File: src/rtl/uart_rx_if.sv
// uart_rx_if -- bundles the serial line, the consumer handshake and the
// receiver status outputs of uart_rx.
//   rx        : serial line, idle high (driven by master)
//   rd_en     : consumer acknowledge of the held byte (driven by master)
//   data_out  : last received byte (driven by slave)
//   valid_out : data_out holds an unread byte
//   frame_err : one-cycle pulse on a bad stop bit
//   overrun   : sticky, an unread byte was overwritten
//   busy      : receiver is inside a frame
// The receiver itself connects through the slave modport.
interface uart_rx_if #(
  parameter int DATA_BITS = 8
);
  logic                 rx;
  logic                 rd_en;
  logic [DATA_BITS-1:0] data_out;
  logic                 valid_out;
  logic                 frame_err;
  logic                 overrun;
  logic                 busy;

  modport master (
    output rx, rd_en,
    input  data_out, valid_out, frame_err, overrun, busy
  );

  modport slave (
    input  rx, rd_en,
    output data_out, valid_out, frame_err, overrun, busy
  );
endinterface

File: src/rtl/uart_rx.sv
// uart_rx -- oversampling UART receiver with a single-byte holding register.
//   clk_in : clock at OVERSAMPLING x baud rate
//   n_rst  : asynchronous active-low reset
//   bus    : uart_rx_if slave (rx, rd_en in; data_out, valid_out, frame_err,
//            overrun, busy out)
// The line is synchronized, the falling edge of the start bit is confirmed at
// mid-bit, and every later bit is sampled one full bit period apart so all
// samples land at mid-bit. A good frame loads the holding register on the cycle
// after the last stop sample; the receiver never waits on the consumer.
module uart_rx #(
  parameter int DATA_BITS    = 8,
  parameter int STOP_BITS    = 1,
  parameter int OVERSAMPLING = 16
) (
  input logic     clk_in,
  input logic     n_rst,
  uart_rx_if.slave bus
);

  localparam int CNT_W   = $clog2(OVERSAMPLING);
  localparam int BIT_MAX = (DATA_BITS > STOP_BITS) ? DATA_BITS : STOP_BITS;
  localparam int BIT_W   = $clog2(BIT_MAX + 1);

  localparam logic [CNT_W-1:0] HALF_CNT  = CNT_W'(OVERSAMPLING / 2 - 1);
  localparam logic [CNT_W-1:0] LAST_CNT  = CNT_W'(OVERSAMPLING - 1);
  localparam logic [BIT_W-1:0] LAST_DATA = BIT_W'(DATA_BITS - 1);
  localparam logic [BIT_W-1:0] LAST_STOP = BIT_W'(STOP_BITS - 1);

  typedef enum logic [1:0] {
    IDLE  = 2'd0,
    START = 2'd1,
    DATA  = 2'd2,
    STOP  = 2'd3
  } state_e;

  state_e               state_q;
  logic [1:0]           sync_q;
  logic                 rx_s;
  logic [CNT_W-1:0]     clk_cnt_q;
  logic [BIT_W-1:0]     bit_cnt_q;
  logic [DATA_BITS-1:0] shift_q;
  logic                 stop_err_q;

  logic [DATA_BITS-1:0] data_q, data_d;
  logic                 valid_q, valid_d;
  logic                 overrun_q, overrun_d;
  logic                 frame_err_q, frame_err_d;

  logic                 frame_done;
  logic                 frame_ok;

  // Two-flop synchronizer; resets to the idle line level so reset release
  // never looks like a start bit.
  always_ff @(posedge clk_in or negedge n_rst) begin
    if (!n_rst) begin
      sync_q <= 2'b11;
    end else begin
      // NOTE: sequential state uses non-blocking assignments so every flop
      // samples the pre-edge value of every other flop.
      sync_q <= {sync_q[0], bus.rx};
    end
  end

  assign rx_s = sync_q[1];

  // Frame FSM. clk_cnt measures time inside a bit; bit_cnt counts data bits
  // in DATA and stop bits in STOP.
  always_ff @(posedge clk_in or negedge n_rst) begin
    if (!n_rst) begin
      state_q    <= IDLE;
      clk_cnt_q  <= '0;
      bit_cnt_q  <= '0;
      // NOTE: the shift register is datapath, yet it is reset as well so the
      // whole block has a defined state the moment n_rst is released.
      shift_q    <= '0;
      stop_err_q <= 1'b0;
    end else begin
      case (state_q)
        IDLE: begin
          if (!rx_s) begin
            clk_cnt_q <= '0;
            state_q   <= START;
          end
        end

        START: begin
          if (clk_cnt_q == HALF_CNT) begin
            // Still low at mid start bit: a real frame. High: a glitch,
            // dropped silently.
            if (!rx_s) begin
              clk_cnt_q <= '0;
              bit_cnt_q <= '0;
              state_q   <= DATA;
            end else begin
              state_q   <= IDLE;
            end
          end else begin
            clk_cnt_q <= clk_cnt_q + CNT_W'(1);
          end
        end

        DATA: begin
          if (clk_cnt_q == LAST_CNT) begin
            // LSB arrives first, so shifting right leaves it at bit 0.
            shift_q   <= {rx_s, shift_q[DATA_BITS-1:1]};
            clk_cnt_q <= '0;
            if (bit_cnt_q == LAST_DATA) begin
              bit_cnt_q  <= '0;
              stop_err_q <= 1'b0;
              state_q    <= STOP;
            end else begin
              bit_cnt_q <= bit_cnt_q + BIT_W'(1);
            end
          end else begin
            clk_cnt_q <= clk_cnt_q + CNT_W'(1);
          end
        end

        STOP: begin
          if (clk_cnt_q == LAST_CNT) begin
            clk_cnt_q  <= '0;
            stop_err_q <= stop_err_q | ~rx_s;
            if (bit_cnt_q == LAST_STOP) begin
              // Straight back to IDLE half a bit early so a start bit that
              // follows immediately is still caught on its falling edge.
              bit_cnt_q <= '0;
              state_q   <= IDLE;
            end else begin
              bit_cnt_q <= bit_cnt_q + BIT_W'(1);
            end
          end else begin
            clk_cnt_q <= clk_cnt_q + CNT_W'(1);
          end
        end

        default: state_q <= IDLE;
      endcase
    end
  end

  // The final stop sample is taken this cycle; earlier stop samples are
  // folded into stop_err_q.
  assign frame_done = (state_q == STOP) && (clk_cnt_q == LAST_CNT) &&
                      (bit_cnt_q == LAST_STOP);
  assign frame_ok   = frame_done && rx_s && !stop_err_q;

  // Holding register. A consume and a load in the same cycle count the old
  // byte as read, so overrun only rises when an unread byte is lost.
  always_comb begin
    // NOTE: every _d signal gets a default first, so no path through this
    // block leaves it unassigned and no latch is inferred.
    data_d      = data_q;
    valid_d     = valid_q;
    overrun_d   = overrun_q;
    frame_err_d = frame_done && !frame_ok;

    if (bus.rd_en && valid_q) begin
      valid_d   = 1'b0;
      overrun_d = 1'b0;
    end

    if (frame_ok) begin
      data_d  = shift_q;
      valid_d = 1'b1;
      if (valid_q && !bus.rd_en) begin
        overrun_d = 1'b1;
      end
    end
  end

  always_ff @(posedge clk_in or negedge n_rst) begin
    if (!n_rst) begin
      data_q      <= '0;
      valid_q     <= 1'b0;
      overrun_q   <= 1'b0;
      frame_err_q <= 1'b0;
    end else begin
      data_q      <= data_d;
      valid_q     <= valid_d;
      overrun_q   <= overrun_d;
      frame_err_q <= frame_err_d;
    end
  end

  assign bus.data_out  = data_q;
  assign bus.valid_out = valid_q;
  assign bus.overrun   = overrun_q;
  assign bus.frame_err = frame_err_q;
  assign bus.busy      = (state_q != IDLE);

endmodule
File: src/flat_wrapper.sv
// flat-port wrapper written by rule: the top's interface ports become plain ports
module uart_rx_flat 
#(
  parameter int DATA_BITS    = 8,
  parameter int STOP_BITS    = 1,
  parameter int OVERSAMPLING = 16
)
  (clk_in, n_rst, bus_rx, bus_rd_en, bus_data_out, bus_valid_out, bus_frame_err, bus_overrun, bus_busy);
  uart_rx_if #(.DATA_BITS(DATA_BITS)) bus_i ();
  input logic clk_in;
  input logic n_rst;
  input wire logic [$bits(bus_i.rx)-1:0] bus_rx;
  input wire logic [$bits(bus_i.rd_en)-1:0] bus_rd_en;
  output wire logic [$bits(bus_i.data_out)-1:0] bus_data_out;
  output wire logic [$bits(bus_i.valid_out)-1:0] bus_valid_out;
  output wire logic [$bits(bus_i.frame_err)-1:0] bus_frame_err;
  output wire logic [$bits(bus_i.overrun)-1:0] bus_overrun;
  output wire logic [$bits(bus_i.busy)-1:0] bus_busy;
  assign bus_i.rx = bus_rx;
  assign bus_i.rd_en = bus_rd_en;
  assign bus_data_out = bus_i.data_out;
  assign bus_valid_out = bus_i.valid_out;
  assign bus_frame_err = bus_i.frame_err;
  assign bus_overrun = bus_i.overrun;
  assign bus_busy = bus_i.busy;
  uart_rx #(.DATA_BITS(DATA_BITS), .STOP_BITS(STOP_BITS), .OVERSAMPLING(OVERSAMPLING)) u_core (.clk_in(clk_in), .n_rst(n_rst), .bus(bus_i));
endmodule
File: config.mk
export PLATFORM = sky130hd
export DESIGN_NAME = uart_rx_flat
export DESIGN_NICKNAME = d
export VERILOG_FILES = /design/src/rtl/uart_rx_if.sv /design/src/rtl/uart_rx.sv /design/src/flat_wrapper.sv
export SDC_FILE = /design/constraint.sdc
export NUM_CORES = 1
export LEC_CHECK = 0
export CAP_MARGIN = 10
export CORE_MARGIN = 3
export CORE_UTILIZATION = 45
export CTS_CLUSTER_SIZE = 30
export DETAILED_ROUTE_END_ITERATION = 8
export PLACE_DENSITY = 0.66
export SYNTH_ARGS = -nofsm -noshare
export SYNTH_HDL_FRONTEND = slang
export SYNTH_SLANG_ARGS = --single-unit
export TNS_END_PERCENT = 1
File: constraint.sdc
create_clock -name clk_in -period 3 [get_ports clk_in]
set_input_delay 0.3 -clock clk_in [delete_from_list [all_inputs] [get_ports clk_in]]
set_output_delay 0.3 -clock clk_in [all_outputs]
set_load 0.01 [all_outputs]
### Word level (Yosys, flattened, before mapping)

Cells that the tools add are included.

* order comparisons: 0
* equality and inequality tests: 13
* multipliers: 0
* muxes and demuxes: 28
* bitwise gates (word level): 2
* reduce and logical (&&, ||, !) cells: 21
* divide/modulo/power cells: 0
* $add $sub $neg: 2
* shifts and indexed selects: 0

Operator list (number)
* $mux W4: 9
* $pmux W4 S3: 2
* $mux W2: 7
* $ne A2 B1 Y1 const B: 5
* $add A4 B1 Y4 const B: 2
* $eq A4 B3 Y1 const B: 2
* $mux W1: 8
* $pmux W2 S4: 1
* $logic_and A1 B1 Y1: 7
* $reduce_and A6 Y1: 1
* $reduce_bool A2 Y1: 3
* $reduce_and A5 Y1: 1
* $eq A2 B2 Y1 const B: 2
* $eq A4 B4 Y1 const B: 1
* $logic_not A4 Y1: 1
* $ne A2 B2 Y1 const B: 2
* $reduce_and A4 Y1: 1
* $logic_not A1 Y1: 3
* $reduce_bool A3 Y1: 1
* $eq A2 B1 Y1 const B: 1
* $logic_not A2 Y1: 1
* $pmux W1 S2: 1
* $reduce_and A2 Y1: 1
* $reduce_or A2 Y1: 1
* other kinds (2): 2

* output and inout port bits: 12
* bits in read-only memories: 0
* word-level logic and storage cells: 76
* register bits after elaboration: 32
* memories: 0
* input bits: 4
* latch bits: 0
* RAM bits: 0

### Depth between registers and ports, before layout

* depth in word-level cells: 7
* gate-level depth with buffers: 6
* gate-level depth less buffers: 6

### Worst setup path before layout

OpenSTA, ideal clock, no wires.

* kind: register to register
* from: register u_core.sync_q[1]
* to: register u_core.data_q[0], in the netlist u_core.bus.data_out[0]
* cell stages (with the launch flop): 5
* setup time: 125 ps
* data arrival time: 1645 ps
* data required time: 2875 ps
* buffers on the path: 1
* clock period less this slack: 1770 ps
* slack: 1230 ps
* path through: dfstp_2 > buf_2 > inv_1 > nor4_4 > mux2_2

* word-level cells in the longest chain between the ends: 2

Ends and longest elaborated chain
* start: declaration: line uart_rx.sv:37 `logic [1:0] sync_q;`
* start signal: assignment: line uart_rx.sv:60 `sync_q <= {sync_q[0], bus.rx};`
* $logic_and A1 B1 Y1 (2 in a row): line uart_rx.sv:145 `assign frame_ok = frame_done && rx_s && !stop_err_q;`
* end signal: assignment: line uart_rx.sv:178 `data_q <= data_d;`
* end: declaration: line uart_rx.sv:44 `logic [DATA_BITS-1:0] data_q, data_d;`

Every way passes these cells.
A chain may end at the register's enable or synchronous reset.

==> results.yml <==
outcome:
  outcome: "completed"
logic_synthesis:
  synth-edff-count: 0
  synth_seq_area_share: 0.545
  ys_top_cells_by_area: "dfrtp_1 (51%), mux2_2 (12%), dfstp_2 (3.6%)"
  synth_area_sq_mm: 0.00148
  yosys_most_used_dff: "dfrtp_1"
  synthesis.nets: 134
  synth_top_area_cell: "dfrtp_1"
  synth_cells: 127
  synth.avg_cell_area_sq_um: 11.6
  synthArstFlopShare: 1.00
  synth-seq-cells: 32
  ys_warn_count: 0
  yosys.area.top_type_share: 0.509
  synth_cell_type_count: 36
finish:
  layout_common_cells: "dfrtp_1 (30), mux2_2 (16), clkdlybuf4s50_1 (15)"
  areaGrowthSynthToFinish_pct: 17.6
  drive_gt1_frac: 0.204
  diodes: 0
  final_cells: 191
  fin_nets: 153
  layout.cells.most_common: "dfrtp_1"
worst_setup_path:
  worstPathRequired_ns: 2.70
  startpoint_type: "flop"
  critPathMaxFanout: 16
  worstRegToRegCells: 3
  crit_chain: "or2_2, clkdlybuf4s50_1"
  path_class: "reg -> out"
  cp.arrival_ns: 1.79
  cp-end-kind: "primary output"
  max_stage_delay_ns: 0.57
  cpMaxStageDelayCell: "dfrtp_1"
  regToRegSetupSlack_ns: 0.96
  worstReg2RegEnd: "u_core.bus.data_out[6]$_DFFE_PN0P_"
cts:
  root_buffer: "clkbuf_4"
  insertion_delay_ns: 0.33
  cts.hold.buffers_added: 0
  cts_buffers: 5
  clockBufferDepth: 2
  post_cts_buffers: 0
  h-tree-depth: 2
  cts_sinks: 32
  cts_tree: "done"
  clk_pin_slew_ns: 0.10
  post_cts_resized: 0
sta:
  fin_tns_setup_ns: 0
  worstMarginPinSlew_ns: 0.631
  finalClockSkew_ns: 0.0148
  finalMaxSlewViolations: 0
  clock.fmax_mhz: 479
  finalHoldViolations: 0
  setup_violations: 0
  slew_headroom: 0.575
  grt_setup_unrepaired: "false"
  period_needed_ns: 2.09
  fin_crit_sh: 0.695
pwr:
  p_leak_nw: 0.784
  clock_power_share: 0.214
  power_frac_comb: 0.254
  power_switching_uw: 414
  p_seq_frac: 0.533
  p_int_uw: 768
  powerDensity_mw_per_mm2: 681
  peakVddDrop_v: 0.000409
  p_sw_frac: 0.350
routing:
  firstDrtPassIters: 4
  drcViolationCount: 0
  ant_nets: 0
  wl_per_cell_um: 13.8
  totalWireLength_mm: 2.65
  first_iter_violations: 71
  post_drt_via_cell_ratio: 5.35
  via_count: 1021
placement:
  port_buffers: 15
  hpwl_mm: 1.83
  gp_congestion: 0.899
  post-place-cells: 183
flow_run:
  maxCapViolations: 0
floorplan:
  core.rowCount: 20
  io_pins: 16
  initial_core_util: 0.479
  core_region_area_sq_mm: 0.00308
  die-area_sq_mm: 0.00400
  die_x_um: 63.3
  fp.dieH_um: 63.3
grt:
  grt_start_max_net_pins: 33
  antenna_found_initial: 0
  grt_usage: 0.155
  grt_overflow: 0
  first_global_vias: 1048
  grt_pass1_wl_mm: 4.73
worst_hold_path:
  hold_path_class: "in -> async"
routing by layer:
metal | global-route usage | share of wire | vias to the layer above
li1 | - | - | 504
met1 | 0.197 | 0.46 | 488
met2 | 0.231 | 0.48 | 21
met3 | 0.0428 | 0.037 | 8
met4 | 0.0997 | 0.025 | 0
met5 | 0 | 0 | -
synthesized netlist by cell type, types with 2 or more instances:
cell	instances
clkbuf_1	3
o21a_1	2
ha_1	3
a21oi_1	6
nand3_1	5
dfrtp_1	30
and3_1	2
a21o_1	2
dfstp_2	2
nor3_1	2
a31oi_1	3
o22ai_1	2
nor2_1	5
o21ai_0	8
mux2_2	16
a211oi_1	2
a22o_1	2
nand2_1	7
inv_1	8
how the worst max path moves through the flow:
stage                               start                            endpoint  slack [ns]  cells past startpoint
3_3_place_gp                         flop  u_core.bus.data_out[4]$_DFFE_PN0P_        0.99                      3
6_report                             flop                            bus_busy        0.91                      2
2_1_floorplan  u_core.sync_q[1]$_DFF_PN1_  u_core.bus.data_out[0]$_DFFE_PN0P_        1.23                      4
5_1_grt                              flop  u_core.bus.data_out[6]$_DFFE_PN0P_        0.78                      3
3_5_place_dp                         flop  u_core.bus.data_out[1]$_DFFE_PN0P_        0.94                      3
4_1_cts                              flop                            bus_busy        0.89                      2
layout make-up:
class	instances	area (sq um)
flip-flops and latches	32	803
well taps	44	55.1
multi-input cells	83	626
inverters	8	30.0
fillers	270	1340
clock buffers	7	55.1
clock inverters	1	7.51
repair buffers	16	158
power groups by stage:
stage               sequential (mW)  combinational [mW]  clock [mW]
floorplan                     0.589               0.257           0
global placement              0.629               0.291           0
detailed placement            0.638               0.300           0
CTS                           0.630               0.304       0.265
global route                  0.647               0.346       0.289
finish                        0.629               0.300       0.252
worst max-delay path, delay by kind of cell, from the launching register on:
kind | cells | cell delay, ns
buffers and inverters | 1 | 0.49
DFF | 1 | 0.57
and+or+nand+nor | 1 | 0.40
cells by family after synthesis:
kind of cell / after synthesis / share of synthesized area
AO/OA/AOI/OAI: 33 / 0.145
flip-flops: 32 / 0.545
AND/OR/NAND/NOR: 31 / 0.131
multiplexers: 16 / 0.122
buffers and inverters: 12 / 0.0314
adder cells (fa/ha/maj): 3 / 0.0254
flip-flops by register name, indices dropped and copies added, names as in the netlist, 2 cells and up, named ones only:
name / flops
u_core.bit_cnt_q: 4
u_core.sync_q: 2
u_core.clk_cnt_q: 4
u_core.shift_q: 8
u_core.bus.data_out: 8
through the flow:
step                instance area, sq um  setup WS [ns]  power [mW]  utilization  hold slack (ns)
finish                              1730          0.914        1.18        0.563            0.350
floorplan                           1480           1.23       0.847            -          0.00441
detailed placement                  1670          0.936       0.938        0.543            0.349
global placement                    1670          0.987       0.921        0.543            0.347
CTS                                 1730          0.893        1.20        0.563            0.350
global route                        1730          0.779        1.28        0.563            0.359
(Power assumes the default switching activity.)
